<file path="src/rtl/serial_adder_ctrl_if.sv">
// ---------------------------------------------------------------------------
// serial_adder_ctrl_if
// Request/result bundle between a requester and the bit-serial adder.
//
// Signals
//   start     requester -> adder   request, sampled only while busy=0
//   a_in      requester -> adder   operand A (WIDTH bits)
//   b_in      requester -> adder   operand B (WIDTH bits)
//   busy      adder -> requester   addition in progress
//   done      adder -> requester   one-cycle pulse, result valid
//   sum_out   adder -> requester   (A+B) mod 2^WIDTH, held until next done
//   cout_out  adder -> requester   carry out of bit WIDTH-1, held with sum_out
//
// Modports
//   master : requester side
//   slave  : adder side
// ---------------------------------------------------------------------------
interface serial_adder_ctrl_if #(
  parameter int WIDTH = 8
);
  logic             start;
  logic [WIDTH-1:0] a_in;
  logic [WIDTH-1:0] b_in;
  logic             busy;
  logic             done;
  logic [WIDTH-1:0] sum_out;
  logic             cout_out;

  modport master (
    output start, a_in, b_in,
    input  busy, done, sum_out, cout_out
  );

  modport slave (
    input  start, a_in, b_in,
    output busy, done, sum_out, cout_out
  );
endinterface

</file>
<file path="src/rtl/serial_adder_ctrl.sv">
// ---------------------------------------------------------------------------
// serial_adder_ctrl
// Bit-serial adder. Two WIDTH-bit operands are captured on an accepted start
// and fed LSB-first, one bit per clock, through a full-add slice built from
// two half-add steps. The carry lives in a register between bits and the sum
// bits are collected MSB-in in a shift register. After WIDTH bits the result
// and final carry are published and done pulses for one cycle.
//
// Parameters
//   WIDTH   operand/result width, 2..32
//
// Ports
//   clk     rising-edge clock
//   rst_n   asynchronous active-low reset
//   bus     serial_adder_ctrl_if.slave: start/a_in/b_in in,
//           busy/done/sum_out/cout_out out (all outputs registered)
// ---------------------------------------------------------------------------
module serial_adder_ctrl #(
  parameter int WIDTH = 8
) (
  input  logic                 clk,
  input  logic                 rst_n,
  serial_adder_ctrl_if.slave   bus
);

  localparam int             CNT_W    = $clog2(WIDTH);
  localparam logic [CNT_W-1:0] CNT_LAST = CNT_W'(WIDTH - 1);

  typedef enum logic {
    IDLE = 1'b0,
    RUN  = 1'b1
  } state_t;

  state_t             r_state;
  logic [WIDTH-1:0]   r_a_sh;
  logic [WIDTH-1:0]   r_b_sh;
  logic [WIDTH-1:0]   r_res;
  logic               r_carry;
  logic [CNT_W-1:0]   r_cnt;
  logic               r_busy;
  logic               r_done;
  logic [WIDTH-1:0]   r_sum_out;
  logic               r_cout_out;

  // Full-add slice as two half-add steps on the current LSBs.
  logic             w_ha1_s;
  logic             w_ha1_c;
  logic             w_sum_bit;
  logic             w_ha2_c;
  logic             w_carry_nxt;
  logic [WIDTH-1:0] w_res_nxt;

  assign w_ha1_s     = r_a_sh[0] ^ r_b_sh[0];
  assign w_ha1_c     = r_a_sh[0] & r_b_sh[0];
  assign w_sum_bit   = w_ha1_s ^ r_carry;
  assign w_ha2_c     = w_ha1_s & r_carry;
  assign w_carry_nxt = w_ha1_c | w_ha2_c;

  // New sum bit enters at the MSB; after WIDTH shifts bit 0 of the sum has
  // travelled down to bit 0 of the result.
  assign w_res_nxt = {w_sum_bit, r_res[WIDTH-1:1]};

  always_ff @(posedge clk or negedge rst_n) begin
    if (!rst_n) begin
      r_state    <= IDLE;
      r_a_sh     <= '0;
      r_b_sh     <= '0;
      r_res      <= '0;
      r_carry    <= 1'b0;
      r_cnt      <= '0;
      r_busy     <= 1'b0;
      r_done     <= 1'b0;
      r_sum_out  <= '0;
      r_cout_out <= 1'b0;
    end else begin
      // done is a single-cycle pulse unless re-asserted below.
      r_done <= 1'b0;
      case (r_state)
        IDLE: begin
          if (bus.start) begin
            r_a_sh  <= bus.a_in;
            r_b_sh  <= bus.b_in;
            r_carry <= 1'b0;
            r_cnt   <= '0;
            r_busy  <= 1'b1;
            r_state <= RUN;
          end
        end
        RUN: begin
          r_carry <= w_carry_nxt;
          r_a_sh  <= r_a_sh >> 1;
          r_b_sh  <= r_b_sh >> 1;
          r_res   <= w_res_nxt;
          if (r_cnt == CNT_LAST) begin
            // Last bit: publish result, counter parks at 0 instead of wrapping.
            r_sum_out  <= w_res_nxt;
            r_cout_out <= w_carry_nxt;
            r_done     <= 1'b1;
            r_busy     <= 1'b0;
            r_cnt      <= '0;
            r_state    <= IDLE;
          end else begin
            r_cnt <= r_cnt + 1'b1;
          end
        end
        default: r_state <= IDLE;
      endcase
    end
  end

  assign bus.busy     = r_busy;
  assign bus.done     = r_done;
  assign bus.sum_out  = r_sum_out;
  assign bus.cout_out = r_cout_out;

endmodule

</file>
<file path="src/flat_wrapper.sv">
// flat-port wrapper written by rule: the top's interface ports become plain ports
module serial_adder_ctrl_flat 
#(
  parameter int WIDTH = 8
)
  (clk, rst_n, bus_start, bus_a_in, bus_b_in, bus_busy, bus_done, bus_sum_out, bus_cout_out);
  serial_adder_ctrl_if #(.WIDTH(WIDTH)) bus_i ();
  input  logic clk;
  input  logic rst_n;
  input wire logic [$bits(bus_i.start)-1:0] bus_start;
  input wire logic [$bits(bus_i.a_in)-1:0] bus_a_in;
  input wire logic [$bits(bus_i.b_in)-1:0] bus_b_in;
  output wire logic [$bits(bus_i.busy)-1:0] bus_busy;
  output wire logic [$bits(bus_i.done)-1:0] bus_done;
  output wire logic [$bits(bus_i.sum_out)-1:0] bus_sum_out;
  output wire logic [$bits(bus_i.cout_out)-1:0] bus_cout_out;
  assign bus_i.start = bus_start;
  assign bus_i.a_in = bus_a_in;
  assign bus_i.b_in = bus_b_in;
  assign bus_busy = bus_i.busy;
  assign bus_done = bus_i.done;
  assign bus_sum_out = bus_i.sum_out;
  assign bus_cout_out = bus_i.cout_out;
  serial_adder_ctrl #(.WIDTH(WIDTH)) u_core (.clk(clk), .rst_n(rst_n), .bus(bus_i));
endmodule
</file>
<file path="config.mk">
export PLATFORM = sky130hd
export DESIGN_NAME = serial_adder_ctrl_flat
export DESIGN_NICKNAME = d
export VERILOG_FILES = /design/src/rtl/serial_adder_ctrl_if.sv /design/src/rtl/serial_adder_ctrl.sv /design/src/flat_wrapper.sv
export SDC_FILE = /design/constraint.sdc
export NUM_CORES = 1
export LEC_CHECK = 0
export ABC_CLOCK_PERIOD_IN_PS = 4600
export CORE_MARGIN = 2
export CORE_UTILIZATION = 35
export CTS_CLUSTER_DIAMETER = 80
export DETAILED_ROUTE_END_ITERATION = 6
export PLACE_DENSITY_LB_ADDON = 0.05
export SLEW_MARGIN = 20
export SYNTH_ARGS = -nofsm -noshare
export SYNTH_HDL_FRONTEND = slang
export SYNTH_SLANG_ARGS = --single-unit
</file>
<file path="constraint.sdc">
create_clock -name clk -period 4.6 [get_ports clk]
set_clock_uncertainty 0.15 [all_clocks]
set_input_delay 0.69 -clock clk [delete_from_list [all_inputs] [get_ports clk]]
set_output_delay 0.69 -clock clk [all_outputs]
set_load 0.02 [all_outputs]
</file>
# [Yosys cells after proc, flatten, opt, wreduce, memory -nomap -nowiden]
# Index checks and enable logic that the tools add are counted.
[totals] output_inout_bits=11 in_bits=19 regBits=40 elab_cells=39
[op_classes] reduce_logical=2 muxes=17 n_eq_ne=3 bitwise_logic=6 addsub=1
[ops] op="$pmux W8 S2" n=2
[ops] op="$mux W8" n=2
[ops] op="$mux W1" n=7
[ops] op="$mux W3" n=2
[ops] op="$pmux W1 S2" n=3
[ops] op="$pmux W3 S2" n=1
[ops] op="$ne A2 B2 Y1 const B" n=2
[ops] op="$reduce_and A2 Y1" n=2
[ops] op="$add A3 B1 Y3 const B" n=1
[ops] op="$eq A3 B3 Y1 const B" n=1
[ops] op="$and A1 B1 Y1" n=2
[ops] op="$xor A1 B1 Y1" n=2
[ops] op="$not A1 Y1" n=1
[ops] op="$or A1 B1 Y1" n=1

# [Logic depth before layout (Yosys ltp)]
# Gate-level depths: netlist (run 1).
[depth] depth_word=4 ltp_mapped=4

# [Worst setup path after synthesis (run 1)]
# No wires, ideal clock.
[synth_timing] kind="flip-flop to flip-flop" start="register u_core.r_cnt[0]" end="register u_core.r_cout_out (netlist: u_core.bus.cout_out)" slack_ns=3.065 path_buffers=0 stages_incl_launch_ff=5 required_time_ns=4.325 arrival_ns=1.260 cell_sequence="dfrtp_1 > ha_1 > ha_1 > nand2_8 > mux2_4"
[synth_between] elab_chain_cells=2
[synth_lines] element="start: declaration" line_no="serial_adder_ctrl.sv:39" text="logic [CNT_W-1:0] r_cnt;"
[synth_lines] element="start signal: assignment" line_no="serial_adder_ctrl.sv:103" text="r_cnt <= r_cnt + 1'b1;"
[synth_lines] element="$eq A3 B3 Y1" line_no="serial_adder_ctrl.sv:94" text="if (r_cnt == CNT_LAST) begin"
[synth_lines] element="$reduce_and A2 Y1 (no line)"
[synth_lines] element="end signal: assignment" line_no="serial_adder_ctrl.sv:97" text="r_cout_out <= w_carry_nxt;"
[synth_lines] element="end: declaration" line_no="serial_adder_ctrl.sv:43" text="logic r_cout_out;"
# Every way passes these cells.
# A chain may end at the register's enable or synchronous reset.

# [Worst setup path in the final report (run 1)]
[layout_timing] start="input bus_start" end="register u_core.r_cnt[2]"
[layout_between] elab_chain_cells=1
[layout_lines] element="start: declaration" line_no="flat_wrapper.sv:10" text="input wire logic [$bits(bus_i.start)-1:0] bus_start;"
[layout_lines] element="$ne A2 B2 Y1 (no line)"
# Every way passes these cells.

==> run_results.csv, run 1 <==
group,metric,value,unit
outcome,status,"finished, final reports clean",
placement,hpwl,1.84,mm
detailed_routing,initialDrtViolationCount,47,
clocking,clkTransAtPathRegs,80,ps
clocking,clock_latency,290,ps
yosys,avgSynthCellArea,13.6,um2
timing,setup_viol,0,
critical_path,r2r_end,"u_core.bus.sum_out[0]",
finish,seqCellArea,976,um2
die,core_area,4720,um2
placement,dpl-instance-area,2020,um2
critical_path,r2r_slack,2840,ps
global_route,grt_start_max_net_pins,40,
critical_path,critPathKind,"in -> reg",
finish,final_nets,179,
detailed_routing,dr.pass1.iters,4,
critical_path,arrival,2320,ps
detailed_routing,finalWirelength,2.82,mm
power_and_ir_drop,power.total,1.31,mW
finish,drive_gt1_share,16.6,%
clocking,cts_hold_buf,0,
critical_path,crit_path_start_kind,"input port",
finish,multi_input_area,661,um2
critical_path,cpLargestDelayFamily,"buffers and inverters",
detailed_routing,postRouteAntennaNets,0,
timing,whs,334,ps
die,io_pins,30,
hold_path,min_from,"u_core.r_a_sh[7]",
critical_path,crit_slowest_cell,"clkdlybuf4s50_1",
detailed_routing,wl_per_cell,12.6,um
finish,num-fill-cells,433,
timing,min_period,2300,ps
power_and_ir_drop,ir_worst_vdd,0.192,mV
timing,slew_headroom,30.2,%
power_and_ir_drop,swShare,32.2,%
hold_path,hold_depth,2,
timing,fmax,0.436,GHz
detailed_routing,drc,0,
timing,min_period_over_period,49.9,%
die,rows,25,
power_and_ir_drop,combinationalPowerShare,37.4,%
yosys,ys_ff_latch,39,
placement,dpl_worst_slack,1980,ps
power_and_ir_drop,powerDensity,620,nW/um2
die,fp.dieW,73.9,um
critical_path,path_buf_inv,1,
clocking,post_cts_resized,0,
critical_path,max_stage_delay,1160,ps
critical_path,r2r-start,"u_core.r_state",
yosys,synth_warnings,0,
yosys,synthesis.area,1710,um2
yosys,synth_cell_types,22,
clocking,tritoncts,"done",
critical_path,cp_max_fo,19,
finish,postLayoutCellArea,2120,um2
timing,hold_viol,0,
job,maxCapViolCount,0,
power_and_ir_drop,p_clk_share,19.3,%
clocking,clk_path_buf_depth,2,
power_and_ir_drop,p_leak,1.02,nW
hold_path,hold_class,"reg -> reg",
critical_path,endpoint_kind,"register",
hold_path,hold_end,"u_core.r_a_sh[6]",
die,die_area,5450,um2
finish,antennaDiodeCount,0,
critical_path,crit_required,4630,ps
power_and_ir_drop,power_switching,0.423,mW
detailed_routing,dr_total_vias,1020,
yosys,syn_nets,149,
timing,rsz0062_at_grt,"false",
die,initial_core_util,36.2,%
yosys,synth_top_area_share,57.1,%
power_and_ir_drop,power_frac_seq,43.4,%
clocking,post_cts_buffers,0,
critical_path,path_cells,"clkdlybuf4s50_1 -> nor2_1 -> a22o_1",
clocking,htree_levels,2,
clocking,cts_made_buffers,5,
clocking,cts.root.buffer_cell,"clkbuf_8",
timing,drv_slew,0,
yosys,synth_top_cell_by_area,"dfrtp_1",
critical_path,crit_start,"bus_start",
die,dieHeight,73.9,um
timing,tightest_slew,1040,ps
detailed_routing,via_per_inst,4.55,
placement,portBuffers,29,
yosys,synth_area_leaders,"dfrtp_1 57%, mux2_4 11%, mux2i_1 9.4%, nand2_1 3.3%, mux2_2 2.6%",
power_and_ir_drop,internal-power,0.890,mW
critical_path,reg2reg_depth,3,
global_route,grt_pass1_wl,4.93,mm
timing,tns,0,ps
placement,place.gp.congestion,0.649,
global_route,overflow,0,
global_route,grt_pass1_vias,1047,
global_route,antenna_found_initial,0,
clocking,cts_sinks,39,
finish,area_growth,24.2,%
yosys,synth_seq_area_share,57.1,%
timing,setup_ws,2300,ps
yosys,synth_cells,126,
global_route,track_usage,12.2,%
## power groups by stage
stage	registers [mW]	clock network, mW	logic (mW)
floorplan	0.596	0	0.335
global placement	0.574	0	0.489
detailed placement	0.579	0	0.499
CTS	0.572	0.265	0.500
global route	0.592	0.280	0.547
finish	0.570	0.253	0.491
## kinds of logic after synthesis
group           synth area share [%]
buf+inv                         4.18
compound gates                  6.74
mux                             22.6
simple gates                    6.01
fa+ha+maj                       3.37
flops                           57.1
## worst register-to-register path, delay by kind of cell, from the launching register on
kind          cells  cell delay, ps
mux               1             330
simple gates      1             170
flops             1             560
buf+inv           1             430
## sequential cells by signal, summed over array words and instances (netlist names)
| name | cells |
|---|---|
| u_core.r_carry | 1 |
| u_core.bus.busy | 1 |
| u_core.bus.sum_out | 8 |
| u_core.r_a_sh | 8 |
| u_core.r_res | 7 |
| u_core.bus.done | 1 |
| u_core.r_state | 1 |
| u_core.r_cnt | 3 |
| u_core.r_b_sh | 8 |
| u_core.bus.cout_out | 1 |
## metal layers
layer	up-vias	GRT usage, %	part of all wire, %
met5	-	0	0
met4	0	6.06	1.9
met3	5	5.21	5.2
met2	27	18.7	47
met1	495	14.5	46
li1	493	-	-
## cells in the mapped netlist (all sizes together)
cell     count
dfrtp       39
mux2        16
mux2i       16
nand2       16
o21ai       14
buf          6
nor2         5
ha           3
a22o         2
inv          2
a21o         1
a21oi        1
clkbuf       1
fa           1
nor3b        1
o22ai        1
o2bb2ai      1
## stage by stage
stage,instances,util [%]
after global placement,216,42.8
after global routing,224,44.9
final,224,44.9
after detailed placement,216,42.8
after floorplan,126,-
after CTS,224,44.9
## final cells by class
class                           instances  area share [%]
Timing Repair Buffer                   30            13.8
Sequential cell                        39            46.0
Tap cell                               67            3.95
Clock buffer                            8            4.72
Inverter                                2           0.354
Multi-Input combinational cell         78            31.2
## worst max path at each step
stage	end	slack [ps]	depth (start not counted)
after global placement	u_core.r_cnt[2]	2020	3
after global routing	u_core.r_cnt[2]	2210	3
after detailed placement	u_core.r_cnt[2]	1980	3
final	u_core.r_cnt[2]	2300	3
after CTS	u_core.r_cnt[2]	2300	3
after floorplan	u_core.bus.cout_out	3060	4
## placed cells by master (no fill, tap or decap), drive strengths merged, types with 2 or more instances in the layout
master | synthesis | final
ha | 3 | 3
clkdlybuf4s50 | 0 | 28
nand2 | 16 | 16
clkbuf | 1 | 8
dfrtp | 39 | 39
mux2i | 16 | 16
o21ai | 14 | 14
inv | 2 | 2
mux2 | 16 | 16
a22o | 2 | 2
buf | 6 | 2
nor2 | 5 | 5
(Power assumes the default switching activity.)
==> run 2: changes to the inputs <==
ABC_CLOCK_PERIOD_IN_PS = 2320   (was 4600)
clock period = 2.32 ns   (was 4.6 ns; I/O delays follow)
==> run 2 against run 1 <==
Compared with the run above:
- clock power up 70%
- hold slack improved by 6.1 ps
- final area is 0.89% higher
- combinational power increased by 100%
- worst setup slack got worse by 1800 ps
- highest routed layer unchanged
- sequential power grew 100%
- first-iteration DRC count up 2.1%
- sequential cell count stayed put
- non-clock buffer count rose by 3
- power rose by 95%
- largest power group unchanged
==> run_results.csv, run 2 (same netlist as run 1, synthesis figures left out) <==
group,metric,value,unit
die,initial_core_util,36.2,%
finish,layout_commonest_cell,"dfrtp_1",
critical_path,path_buf_inv,1,
detailed_routing,wl_per_cell,12.5,um
clocking,cts_made_buffers,5,
clocking,cts_sinks,39,
critical_path,crit_required,1820,ps
critical_path,crit_slowest_cell,"clkdlybuf4s50_1",
clocking,htree_levels,2,
timing,fmax,0.566,GHz
finish,postLayoutCellArea,2140,um2
clocking,clock_latency,280,ps
critical_path,r2r_slack,690,ps
hold_path,hold_depth,2,
power_and_ir_drop,swShare,32.5,%
detailed_routing,via_per_inst,4.50,
detailed_routing,dr.pass1.iters,3,
power_and_ir_drop,power_frac_seq,44.8,%
timing,tightest_slew,562,ps
critical_path,endpoint_kind,"output port",
power_and_ir_drop,powerDensity,1200,nW/um2
timing,setup_viol,0,
global_route,track_usage,12.2,%
global_route,overflow,0,
critical_path,reg2reg_depth,4,
clocking,cts.root.buffer_cell,"clkbuf_8",
die,fp.dieW,73.9,um
die,die_area,5450,um2
power_and_ir_drop,ir_worst_vdd,0.371,mV
die,rows,25,
finish,final_nets,182,
die,core_area,4720,um2
finish,area_growth,25.3,%
timing,min_period,1770,ps
clocking,clkTransAtPathRegs,70,ps
power_and_ir_drop,p_leak,1.03,nW
timing,slew_headroom,62.5,%
detailed_routing,initialDrtViolationCount,48,
timing,drv_slew,0,
clocking,post_cts_resized,0,
critical_path,arrival,1270,ps
outcome,status,"finished, final reports clean",
finish,drive_gt1_share,16.9,%
hold_path,min_from,"u_core.r_a_sh[7]",
clocking,tritoncts,"done",
global_route,grt_pass1_vias,1075,
hold_path,hold_end,"u_core.r_a_sh[6]",
critical_path,crit_path_start_kind,"register",
global_route,grt_start_max_net_pins,39,
critical_path,critPathKind,"reg -> out",
timing,rsz0062_at_grt,"false",
critical_path,cp_max_fo,3,
die,io_pins,30,
placement,place.gp.congestion,0.650,
critical_path,max_stage_delay,610,ps
placement,hpwl,1.90,mm
global_route,grt_pass1_wl,4.93,mm
power_and_ir_drop,internal-power,1.73,mW
detailed_routing,dr_total_vias,1021,
critical_path,cpLargestDelayFamily,"buffers and inverters",
job,maxCapViolCount,0,
timing,hold_viol,0,
placement,dpl-instance-area,2050,um2
hold_path,hold_class,"reg -> reg",
critical_path,r2r_end,"u_core.bus.sum_out[0]",
detailed_routing,finalWirelength,2.83,mm
clocking,post_cts_buffers,0,
timing,min_period_over_period,76.2,%
die,dieHeight,73.9,um
critical_path,path_cells,"clkdlybuf4s50_1",
finish,antennaDiodeCount,0,
critical_path,r2r-start,"u_core.r_cnt[0]",
power_and_ir_drop,p_clk_share,16.8,%
power_and_ir_drop,power_switching,0.834,mW
global_route,antenna_found_initial,0,
timing,tns,0,ps
detailed_routing,drc,0,
power_and_ir_drop,power.total,2.56,mW
power_and_ir_drop,combinationalPowerShare,38.4,%
finish,final_cell_mix,"39 x dfrtp_1, 28 x clkdlybuf4s50_1, 16 x mux2i_1, 15 x nand2_1, 12 x mux2_4",
detailed_routing,postRouteAntennaNets,0,
placement,portBuffers,29,
clocking,cts_hold_buf,1,
clocking,clk_path_buf_depth,2,
==> run 2: cell types whose count changed in the layout (fill, tap and decap cells not counted) <==
| cell | before | now |
|---|---|---|
| buf_12 | 0 | 1 |
| clkbuf_1 | 1 | 2 |
| dlygate4sd3_1 | 0 | 1 |
| clkinv_2 | 0 | 1 |
| buf_4 | 1 | 2 |
| clkbuf_8 | 7 | 5 |
==> run 2: worst max-delay path by stage <==
stage,end,slack [ps],cells past startpoint,start
2_1_floorplan,u_core.bus.cout_out,780,4,u_core.r_cnt[0]
3_3_place_gp,u_core.r_cnt[2],610,4,bus_start
3_5_place_dp,u_core.r_cnt[2],560,4,bus_start
4_1_cts,bus_busy,530,1,u_core.bus.busy
5_1_grt,bus_busy,500,1,u_core.bus.busy
6_report,bus_busy,550,1,u_core.bus.busy
==> run 2: power groups by stage <==
| stage | registers (mW) | clock network [mW] | logic (mW) |
|---|---|---|---|
| 4_1_cts | 1.15 | 0.456 | 1.01 |
| 6_report | 1.15 | 0.431 | 0.985 |
| 2_1_floorplan | 1.18 | 0 | 0.665 |
| 3_3_place_gp | 1.16 | 0 | 0.980 |
| 3_5_place_dp | 1.16 | 0 | 1.00 |
| 5_1_grt | 1.19 | 0.490 | 1.09 |
==> run 2: tightest hold or removal path: stages (launching register included) <==
cell	delay (ps)
dfrtp_1	350
nand2_1	50
o21ai_0	60
==> run 2: per-stage QoR <==
stage	utilization (%)	hold slack, ps	std cells	setup WS [ps]
final	45.3	340	227	553
after global routing	45.3	370	227	495
after CTS	45.3	344	227	530
after detailed placement	43.4	165	218	564
after global placement	43.4	159	218	613
after floorplan	-	-97.6	126	785
==> run 2: layer usage <==
layer / vias up / track usage [%] / part of all wire [%]
met4: 0 / 5.45 / 1.9
met1: 495 / 14.8 / 46
met2: 21 / 19.5 / 48
met3: 6 / 4.12 / 3.9
met5: - / 0 / 0
li1: 499 / - / -
==> run 2: cell type report <==
class	instances	area [um2]
Inverter	2	7.51
Tap cell	67	83.8
Sequential cell	39	976
Clock buffer	7	76.3
Timing Repair Buffer	33	330
Multi-Input combinational cell	78	661
Fill cell	443	2580
Clock inverter	1	5.00
==> run 3: changes to the inputs <==
ABC_CLOCK_PERIOD_IN_PS = 1800   (was 2320)
clock period = 1.8 ns   (was 2.32 ns; I/O delays follow)
==> run 3 against run 2 <==
Compared with the run above:
- count of clock-buffer cells in the layout is 1 lower
- clock power up 34%
- core utilization grew 0.66 points
- sequential cell count unchanged
- final cell count is 0.44% lower
- critical path depth stayed put
- final area increased by 1.5%
- sequential power up 24%
- register-to-register slack got worse by 500 ps
- via count about the same
- power increased by 29%
- die area stayed put
==> run_results.csv, run 3 (same netlist as run 1, synthesis figures left out) <==
group,metric,value,unit
die,die_area,5450,um2
die,initial_core_util,36.2,%
detailed_routing,top_layer_used,"met4",
critical_path,crit_path_start_kind,"register",
timing,tns,0,ps
global_route,grt_start_max_net_pins,47,
global_route,antenna_found_initial,0,
power_and_ir_drop,ir_worst_vdd,0.451,mV
outcome,status,"finished, final reports clean",
detailed_routing,postRouteAntennaNets,0,
critical_path,arrival,1270,ps
critical_path,cp_max_fo,3,
finish,final_cell_mix,"39 x dfrtp_1, 28 x clkdlybuf4s50_1, 16 x mux2i_1, 15 x nand2_1, 12 x mux2_4",
clocking,htree_levels,2,
placement,hpwl,1.75,mm
finish,area_growth,27.1,%
clocking,cts_made_buffers,5,
clocking,post_cts_resized,0,
global_route,grt_pass1_wl,4.73,mm
die,core_area,4720,um2
die,rows,25,
detailed_routing,dr_wl_met2,1.25,mm
placement,place.gp.congestion,0.671,
clocking,clkTransAtPathRegs,70,ps
timing,setup_viol,0,
global_route,track_usage,11.7,%
timing,hold_viol,0,
finish,final_nets,182,
timing,tightest_slew,263,ps
timing,setup_ws,114,ps
detailed_routing,met1_length,1.21,mm
critical_path,cpLargestDelayFamily,"buffers and inverters",
finish,layout_commonest_cell,"dfrtp_1",
detailed_routing,finalWirelength,2.64,mm
timing,min_period,1690,ps
job,maxCapViolCount,0,
timing,rsz0062_at_grt,"false",
finish,drive_gt1_share,17.6,%
timing,min_period_over_period,93.7,%
clocking,cts.root.buffer_cell,"clkbuf_8",
detailed_routing,via_per_inst,4.52,
global_route,overflow,0,
finish,antennaDiodeCount,0,
clocking,clk_path_buf_depth,2,
power_and_ir_drop,p_leak,1.04,nW
placement,portBuffers,29,
die,fp.dieW,73.9,um
critical_path,endpoint_kind,"output port",
critical_path,crit_slowest_cell,"clkdlybuf4s50_1",
critical_path,path_buf_inv,1,
timing,drv_slew,0,
global_route,grt_pass1_vias,1013,
critical_path,crit_required,1380,ps
critical_path,path_cells,"clkdlybuf4s50_1",
clocking,clock_latency,290,ps
detailed_routing,dr.pass1.iters,3,
placement,dpl_worst_slack,182,ps
clocking,tritoncts,"done",
finish,final_util,46.0,%
power_and_ir_drop,powerDensity,1530,nW/um2
die,dieHeight,73.9,um
clocking,cts_sinks,39,
die,io_pins,30,
detailed_routing,wl_per_cell,11.7,um
timing,fmax,0.593,GHz
critical_path,max_stage_delay,610,ps
detailed_routing,drc,0,
hold_path,hold_class,"in -> async",
detailed_routing,dr_total_vias,1022,
detailed_routing,routed-wl-met3,104,um
timing,slew_headroom,82.4,%
detailed_routing,initialDrtViolationCount,25,
critical_path,critPathKind,"reg -> out",
==> run 3: repair_timing <==
item                                   CTS  global route
hold buffers                             1             0
setup buffers                            0             0
endpoints found under the hold margin   39             0
==> run 3: worst paths after layout <==
check	to	startpoint	slack, ps	cells past startpoint
max	bus_busy	u_core.bus.busy	110	1
min	u_core.bus.sum_out[6]	rst_n	320	3
max reg2reg	u_core.bus.sum_out[1]	u_core.r_cnt[0]	190	4
min reg2reg	u_core.r_b_sh[0]	u_core.r_b_sh[1]	330	2
max in group asynchronous	u_core.bus.busy	rst_n	980	3
min in group clk	u_core.r_b_sh[0]	u_core.r_b_sh[1]	330	2
==> run 3: power by group <==
part	leakage (nW)	switching, mW	internal [mW]	total [mW]
sequential	0.503	0.202	1.23	1.43
combinational	0.490	0.575	0.739	1.31
clock	0.0470	0.276	0.300	0.576
total	1.04	1.05	2.26	3.32
==> run 3: final cells by class <==
type	instances	area, um2
Clock buffer	6	82.6
Clock inverter	1	5.00
Fill cell	426	2550
Inverter	2	7.51
Multi-Input combinational cell	78	661
Sequential cell	39	976
Tap cell	67	83.8
Timing Repair Buffer	33	355
==> run 3: per-stage QoR <==
step	hold WS [ps]	area [um2]	instances	total power, mW
2_1_floorplan	-176	1710	126	2.38
3_3_place_gp	105	2070	218	2.75
3_5_place_dp	107	2070	218	2.78
4_1_cts	333	2170	226	3.38
5_1_grt	360	2170	226	3.58
6_report	319	2170	226	3.32
==> run 3: layer usage <==
metal / vias up / global-route usage (%)
met5: - / 0
met4: 0 / 7.88
met3: 8 / 3.70
met2: 22 / 17.1
met1: 494 / 14.6
li1: 498 / -
